### config.mk
export PLATFORM = sky130hd
export DESIGN_NAME = matrix_alu_arb
export DESIGN_NICKNAME = d
export VERILOG_FILES = /design/src/rtl/matrix_alu_pkg.sv /design/src/rtl/matrix_alu_rr_arb.sv /design/src/rtl/matrix_alu_arb.sv
export SDC_FILE = /design/constraint.sdc
export NUM_CORES = 1
export LEC_CHECK = 0
export CAP_MARGIN = 40
export CORE_AREA = 10 10 171 173
export DETAILED_ROUTE_END_ITERATION = 10
export DIE_AREA = 0 0 181 183
export GPL_TIMING_DRIVEN = 0
export PLACE_DENSITY_LB_ADDON = 0.08
export SETUP_SLACK_MARGIN = 0.1
export SLEW_MARGIN = 20
export SYNTH_ARGS = -nofsm -noshare
export SYNTH_HDL_FRONTEND = slang
export SYNTH_SLANG_ARGS = --single-unit
### constraint.sdc
create_clock -name clk -period 11.6 [get_ports clk]
set_clock_uncertainty 0.2 [all_clocks]
set_input_delay 2.9 -clock clk [delete_from_list [all_inputs] [get_ports clk]]
set_output_delay 2.9 -clock clk [all_outputs]
set_load 0.02 [all_outputs]
### src/rtl/matrix_alu_pkg.sv
// Shared op encodings and controller state enumeration for the matrix ALU arbiter.
package matrix_alu_pkg;

  localparam logic [1:0] OP_ADD = 2'b00;
  localparam logic [1:0] OP_SUB = 2'b01;
  localparam logic [1:0] OP_MUL = 2'b10;
  localparam logic [1:0] OP_KRO = 2'b11;

  localparam int STAT_W = 16;

  typedef enum logic [1:0] {
    IDLE = 2'd0,
    WAIT = 2'd1,
    RESP = 2'd2
  } state_t;

endpackage

### src/rtl/matrix_alu_rr_arb.sv
// Two-way round-robin grant: ptr names the requester favoured when both request.
module matrix_alu_rr_arb (
  input  logic [1:0] req,
  input  logic       ptr,
  output logic [1:0] grant
);

  always_comb begin
    grant = 2'b00;
    if (req[0] && (!req[1] || !ptr)) begin
      grant = 2'b01;
    end else if (req[1]) begin
      grant = 2'b10;
    end
  end

endmodule

### src/rtl/matrix_alu_arb.sv
// Two-requester round-robin front end for a shared, externally instantiated matrix ALU.
// Optional per-requester completed-response counters: define MATRIX_ALU_ARB_STATS_EN.
module matrix_alu_arb
  import matrix_alu_pkg::*;
#(
  parameter  int WORD_SIZE = 8,
  parameter  int AROWS     = 2,
  parameter  int ACOLS     = 2,
  parameter  int BROWS     = 2,
  parameter  int BCOLS     = 2,
  parameter  int ALU_LAT   = 1,
  localparam int AW        = AROWS * ACOLS * WORD_SIZE,
  localparam int BW        = BROWS * BCOLS * WORD_SIZE,
  localparam int CW        = AROWS * ACOLS * BROWS * BCOLS * WORD_SIZE
) (
  input  logic              clk,
  input  logic              reset,
  input  logic              req_valid_0,
  output logic              req_ready_0,
  input  logic [1:0]        req_op_0,
  input  logic [AW-1:0]     req_a_0,
  input  logic [BW-1:0]     req_b_0,
  input  logic              req_valid_1,
  output logic              req_ready_1,
  input  logic [1:0]        req_op_1,
  input  logic [AW-1:0]     req_a_1,
  input  logic [BW-1:0]     req_b_1,
  output logic              rsp_valid_0,
  input  logic              rsp_ready_0,
  output logic              rsp_valid_1,
  input  logic              rsp_ready_1,
  output logic [CW-1:0]     rsp_c,
  output logic [1:0]        alu_op,
  output logic [AW-1:0]     alu_a,
  output logic [BW-1:0]     alu_b,
  output logic              busy,
`ifdef MATRIX_ALU_ARB_STATS_EN
  output logic [STAT_W-1:0] stat_cnt_0,
  output logic [STAT_W-1:0] stat_cnt_1,
`endif
  input  logic [CW-1:0]     alu_c
);

  localparam logic [4:0] CNT_LAST = 5'(ALU_LAT + 1);

  state_t        state;
  logic          rr_ptr;
  logic          win_id;
  logic [4:0]    cnt;
  logic [1:0]    req_vec;
  logic [1:0]    grant;
  logic          rsp_done;

  logic [1:0]    op_p0;
  logic [AW-1:0] a_p0;
  logic [BW-1:0] b_p0;
  logic [CW-1:0] c_p1;

  assign req_vec = {req_valid_1, req_valid_0};

  matrix_alu_rr_arb u_rr_arb (
    .req   (req_vec),
    .ptr   (rr_ptr),
    .grant (grant)
  );

  assign req_ready_0 = (state == IDLE) && !reset && grant[0];
  assign req_ready_1 = (state == IDLE) && !reset && grant[1];
  assign rsp_done    = (state == RESP) && (win_id ? rsp_ready_1 : rsp_ready_0);
  assign busy        = (state != IDLE);

  assign alu_op = op_p0;
  assign alu_a  = a_p0;
  assign alu_b  = b_p0;
  assign rsp_c  = c_p1;

  always_ff @(posedge clk or posedge reset) begin
    if (reset) begin
      state       <= IDLE;
      rr_ptr      <= 1'b0;
      win_id      <= 1'b0;
      cnt         <= '0;
      op_p0       <= '0;
      a_p0        <= '0;
      b_p0        <= '0;
      c_p1        <= '0;
      rsp_valid_0 <= 1'b0;
      rsp_valid_1 <= 1'b0;
    end else begin
      case (state)
        IDLE: begin
          // p0: winner's operands latched on the accept edge only
          if (|grant) begin
            op_p0  <= grant[1] ? req_op_1 : req_op_0;
            a_p0   <= grant[1] ? req_a_1  : req_a_0;
            b_p0   <= grant[1] ? req_b_1  : req_b_0;
            win_id <= grant[1];
            cnt    <= '0;
            state  <= WAIT;
          end
        end
        WAIT: begin
          // p1: result captured once the ALU output has settled
          if (cnt == CNT_LAST) begin
            c_p1        <= alu_c;
            rsp_valid_0 <= !win_id;
            rsp_valid_1 <= win_id;
            state       <= RESP;
          end else begin
            cnt <= cnt + 5'd1;
          end
        end
        RESP: begin
          if (rsp_done) begin
            rsp_valid_0 <= 1'b0;
            rsp_valid_1 <= 1'b0;
            rr_ptr      <= !win_id;
            state       <= IDLE;
          end
        end
        default: state <= IDLE;
      endcase
    end
  end

`ifdef MATRIX_ALU_ARB_STATS_EN
  function automatic logic [STAT_W-1:0] sat_inc(input logic [STAT_W-1:0] v);
    return (v == {STAT_W{1'b1}}) ? v : v + 1'b1;
  endfunction

  always_ff @(posedge clk or posedge reset) begin
    if (reset) begin
      stat_cnt_0 <= '0;
      stat_cnt_1 <= '0;
    end else if (rsp_done) begin
      if (win_id) stat_cnt_1 <= sat_inc(stat_cnt_1);
      else        stat_cnt_0 <= sat_inc(stat_cnt_0);
    end
  end
`endif

endmodule

# After elaboration in Yosys (flattened, before gate mapping)
# Index checks and enable logic that the tools add are counted.
classes:
  n_addsub: 1
  n_eq_ne: 7
  n_mux: 18
  reduce_logical: 21
op_table:
  columns: ["op", "count"]
  rows:
  - ["$mux W32", 2]
  - ["$mux W2", 6]
  - ["$mux W5", 2]
  - ["$pmux W5 S2", 1]
  - ["$reduce_and A3 Y1", 3]
  - ["$ne A2 B2 Y1 const B", 3]
  - ["$pmux W2 S3", 1]
  - ["$reduce_and A2 Y1", 3]
  - ["$reduce_bool A2 Y1", 3]
  - ["$add A5 B1 Y5 const B", 1]
  - ["$eq A5 B2 Y1 const B", 1]
  - ["$logic_and A1 B1 Y1", 5]
  - ["$logic_not A1 Y1", 4]
  - ["$mux W1", 4]
  - ["$pmux W1 S2", 2]
  - ["$eq A2 B1 Y1 const B", 1]
  - ["$eq A2 B2 Y1 const B", 1]
  - ["$logic_not A2 Y1", 1]
  - ["$ne A2 B1 Y1 const B", 1]
  - ["$reduce_or A2 Y1", 1]
  - ["$logic_or A1 B1 Y1", 1]
totals:
  ff_bits: 205
  out_inout_bits: 199
  wordCells: 57

# Longest topological paths before layout
logic_depth:
  ltp_word: 7
  ltp_mapped: 8
  depth_no_buf: 5

# Modules after synthesis
# Synthesis repeated with hierarchy kept, for this count alone.
unflattened:
  hier_cells: 628
  area_unflattened_um2: 8823.5
by_module_without_submodules:
  columns: ["mod", "instances", "cells_per_inst", "area_per_inst_um2", "seq_area_each_um2"]
  rows:
  - ["matrix_alu_arb", 1, 625, 8804.7, 5129.9]
  - ["matrix_alu_rr_arb", 1, 3, 18.8, 0.0]

# Worst setup path after synthesis
# Ideal clock, no wire load.
synth_path:
  path_type: "input -> output"
  from: "input reset"
  to: "output req_ready_0"
  arrival_time_ps: 8004
  path_slack_ps: 496
  stages: 2
  n_path_buf: 0
  path_cell_list: "inv_1 and4_1"
synth_between:
  elab_chain_cells: 3
synth_rtl:
  columns: ["element", "line", "source"]
  rows:
  - ["from (decl)", "matrix_alu_arb.sv:17", "input logic reset,"]
  - ["$logic_not A1 Y1 (no line)", null, null]
  - ["$logic_and A1 B1 Y1 (2 in series)", "matrix_alu_arb.sv:67", "assign req_ready_0 = (state == IDLE) && !reset && grant[0];"]
  - ["to (decl)", "matrix_alu_arb.sv:19", "output logic req_ready_0,"]
# No other way between the ends.

# Final worst setup path
layout_path:
  from: "input req_valid_0"
  to: "output req_ready_1"
layout_between:
  elab_chain_cells: 3
layout_rtl:
  columns: ["element", "line", "source"]
  rows:
  - ["from (decl)", "matrix_alu_arb.sv:18", "input logic req_valid_0,"]
  - ["$logic_and A1 B1 Y1", "matrix_alu_rr_arb.sv:10", "if (req[0] && (!req[1] || !ptr)) begin"]
  - ["$mux W2", "matrix_alu_rr_arb.sv:10", null]
  - ["$logic_and A1 B1 Y1", "matrix_alu_arb.sv:68", "assign req_ready_1 = (state == IDLE) && !reset && grant[1];"]
  - ["to (decl)", "matrix_alu_arb.sv:24", "output logic req_ready_1,"]
# No other way between the ends.

==> impl_metrics.yaml <==
floorplan:
  die_height_um: 183
  coreArea_sq_um: 25800
  start_util: 0.349
  die_w_um: 181
  rows: 59
  dieArea_sq_um: 33100
  io_pins: 465
synth:
  synthMuxAreaShare: 0.199
  synth_top_family_by_area: "multiplexers"
  synth_compound_area_frac: 0.131
  synth_top_flop_cell: "dfrtp_1"
  synth-simple-area-share: 0.0550
  synthTopCellsByArea: "dfrtp_1, mux2_4, mux2_2"
  synth-seq-area-share: 0.571
  synthArstFlopShare: 1.00
  synth-edff-count: 0
  synth_area_sq_um: 8990
  synth.distinct_cells: 33
  syn_inst: 718
  synth_warnings: 0
  ys_ff_latch: 205
  synth_fp_nets: 986
  syn_area_per_cell_sq_um: 12.5
  synth_fa_ha_area_frac: 0.00278
  yosysTopAreaCellShare: 0.571
  synth_top_area_cell: "dfrtp_1"
  synth_xor_area_frac: 0.00195
timing:
  drv_slew: 0
  finalHoldViolations: 0
  setup_violations: 0
  rsz0062_at_grt: "no"
  slew_headroom: 0.631
  tightest_slew_ns: 0.553
  holdWs_ns: 0.302
  period_minus_slack_ns: 8.44
  fmax_ghz: 0.118
  fin_crit_sh: 0.728
grt:
  grt_pass1_wl_mm: 53.0
  grt_pass1_vias: 8313
  grt.met2_usage: 0.348
  gr-usage-met1: 0.222
  grt_max_degree: 96
  busiest_layer: "met2"
  antenna_found_initial: 2
  overflow: 0
  grt_util_met3: 0.0925
  track_usage: 0.203
final_layout:
  most-common-layout-cells: "clkdlybuf4s50_1, dfrtp_1, mux2_4"
  nets: 1477
  final_common_cell: "clkdlybuf4s50_1"
  drive_gt1_frac: 0.160
  area_delta_synth_final_pct: 65.7
  stdcell_count: 1563
  fillers: 2256
clock_network:
  cts_hold_buf: 0
  clockBufferDepth: 3
  cts-root-buf: "clkbuf_16"
  clk_latency_ns: 0.51
  cts.clk_slew.worst_paths_ns: 0.06
  cts_tree: "done"
  post_cts_resized: 0
  cts_max_level: 1
  cts.sinks: 205
  post_cts_buffers: 0
  cts_made_buffers: 24
drt:
  ant_nets: 0
  drt_wl_total_mm: 35.3
  drt_pass1_iterations: 4
  via_per_inst: 4.95
  drt-initial-drc-count: 352
  post_drt_wl_per_cell_um: 22.6
  post-route-drc-count: 0
  dr_total_vias: 7741
power:
  vdd_drop_max_mv: 0.173
  p_leak_uw: 0.00622
  powerDensity_nw_per_um2: 292
  finalPower_uw: 4350
setup_path:
  endpoint_kind: "output port"
  path_class: "in2out"
  worstPathMaxFanout: 10
  start_kind: "input pin"
  critPathMaxStageDelay_ns: 0.64
  crit_path_top_delay_cell: "clkdlybuf4s50_1"
  critPathTopFamily: "buffers and inverters"
  crit_chain: "clkdlybuf4s50_1 > nand2b_1 > buf_2 > clkbuf_1 > nand2_1 > nor3_1 > clkdlybuf4s50_1"
  crit_buf_inv: 4
  crit_path_frequent_cell: "clkdlybuf4s50_1"
  cp.required_ns: 8.50
  critPathArrivalTime_ns: 5.34
run:
  drv_cap: 0
placed_design:
  dp.cells: 1518
  dp_hpwl_mm: 27.7
  gp_congestion: 0.849
  io_buffers: 463
run_status:
  status: "completed"
min_path:
  min_path_type: "reg2reg"
-- final cells by class --
type | instances | area [sq um] | area share
Multi-Input combinational cell | 442 | 3500 | 0.235
Buffer | 66 | 339 | 0.0228
Clock inverter | 5 | 25.0 | 0.00168
Clock buffer | 38 | 754 | 0.0507
Timing Repair Buffer | 465 | 4690 | 0.315
Inverter | 5 | 26.3 | 0.00176
Sequential cell | 205 | 5130 | 0.345
Antenna cell | 2 | 5.00 | 0.000336
Tap cell | 335 | 419 | 0.0282
-- report_power, final --
group,internal (uW),leakage (uW),switching [uW]
registers,1090,0.00236,204
logic,1200,0.00347,1120
clock network,443,0.000391,301
total,2730,0.00622,1620
-- cells in the mapped netlist (2+ instances only) --
library cell	n
dfrtp_1	205
mux2_4	87
o21ai_0	71
a21oi_1	68
nand3_1	68
a31oi_1	66
clkbuf_1	41
mux2_2	41
buf_2	13
buf_6	10
nand2_1	7
inv_1	4
nand2b_1	4
nor2_1	4
nand3b_1	3
o22ai_1	3
a22oi_1	2
buf_1	2
ha_1	2
mux2i_1	2
nor2b_1	2
xor2_1	2
-- state kept, by name, indices dropped and copies added (netlist names) --
| signal | count |
|---|---|
| rsp_valid_1 | 1 |
| alu_op | 2 |
| rsp_valid_0 | 1 |
| cnt | 5 |
| alu_b | 32 |
| state | 2 |
| win_id | 1 |
| rsp_c | 128 |
| rr_ptr | 1 |
| alu_a | 32 |
-- per-layer routing --
metal / part of all wire / vias to the layer above
met1: 0.37 / 3721
met5: 0 / -
met2: 0.49 / 344
met3: 0.11 / 51
li1: - / 3625
met4: 0.026 / 0
-- worst paths after layout --
path | start | endpoint | slack [ns] | cells past startpoint
worst max-delay path | req_valid_0 | req_ready_1 | 3.16 | 7
worst min-delay path | rsp_c[26] | rsp_c[26] | 0.30 | 1
worst max register to register | state[1] | alu_b[23] | 9.09 | 6
worst min register to register | rsp_c[26] | rsp_c[26] | 0.30 | 1
max in group asynchronous | reset | rsp_c[120] | 7.87 | 3
min in group asynchronous | reset | alu_a[29] | 2.57 | 2
-- worst reg2reg max path, stage by stage, from the launching register on --
cell and delay, ns:
dfrtp_1 0.43, nor2_1 0.42, inv_1 0.29, nor2_1 0.34, buf_2 0.30, buf_2 0.26, a31oi_1 0.13
-- through the flow --
| stage | util | TNS, ns | worst slack (ns) | instance area [sq um] |
|---|---|---|---|---|
| final | 0.578 | 0 | 3.16 | 14900 |
| after global routing | 0.578 | 0 | 2.98 | 14900 |
| after CTS | 0.578 | 0 | 3.15 | 14900 |
| after detailed placement | 0.547 | 0 | 3.18 | 14100 |
| after global placement | 0.545 | -77.76 | -2.81 | 14000 |
| after floorplan | - | 0 | 0.496 | 8990 |
-- cells by family (layout without fill, tap and decap cells) --
kind of cell               after synthesis  after routing
DFF                                    205            205
buffers and inverters                   71            579
muxes                                  130            130
AOI/OAI and AO/OA                      214            214
adders and majority gates                2              2
and+or+nand+nor                         94             94
other                                    0              2
xor gates and xnor gates                 2              2
(Power assumes the default switching activity.)
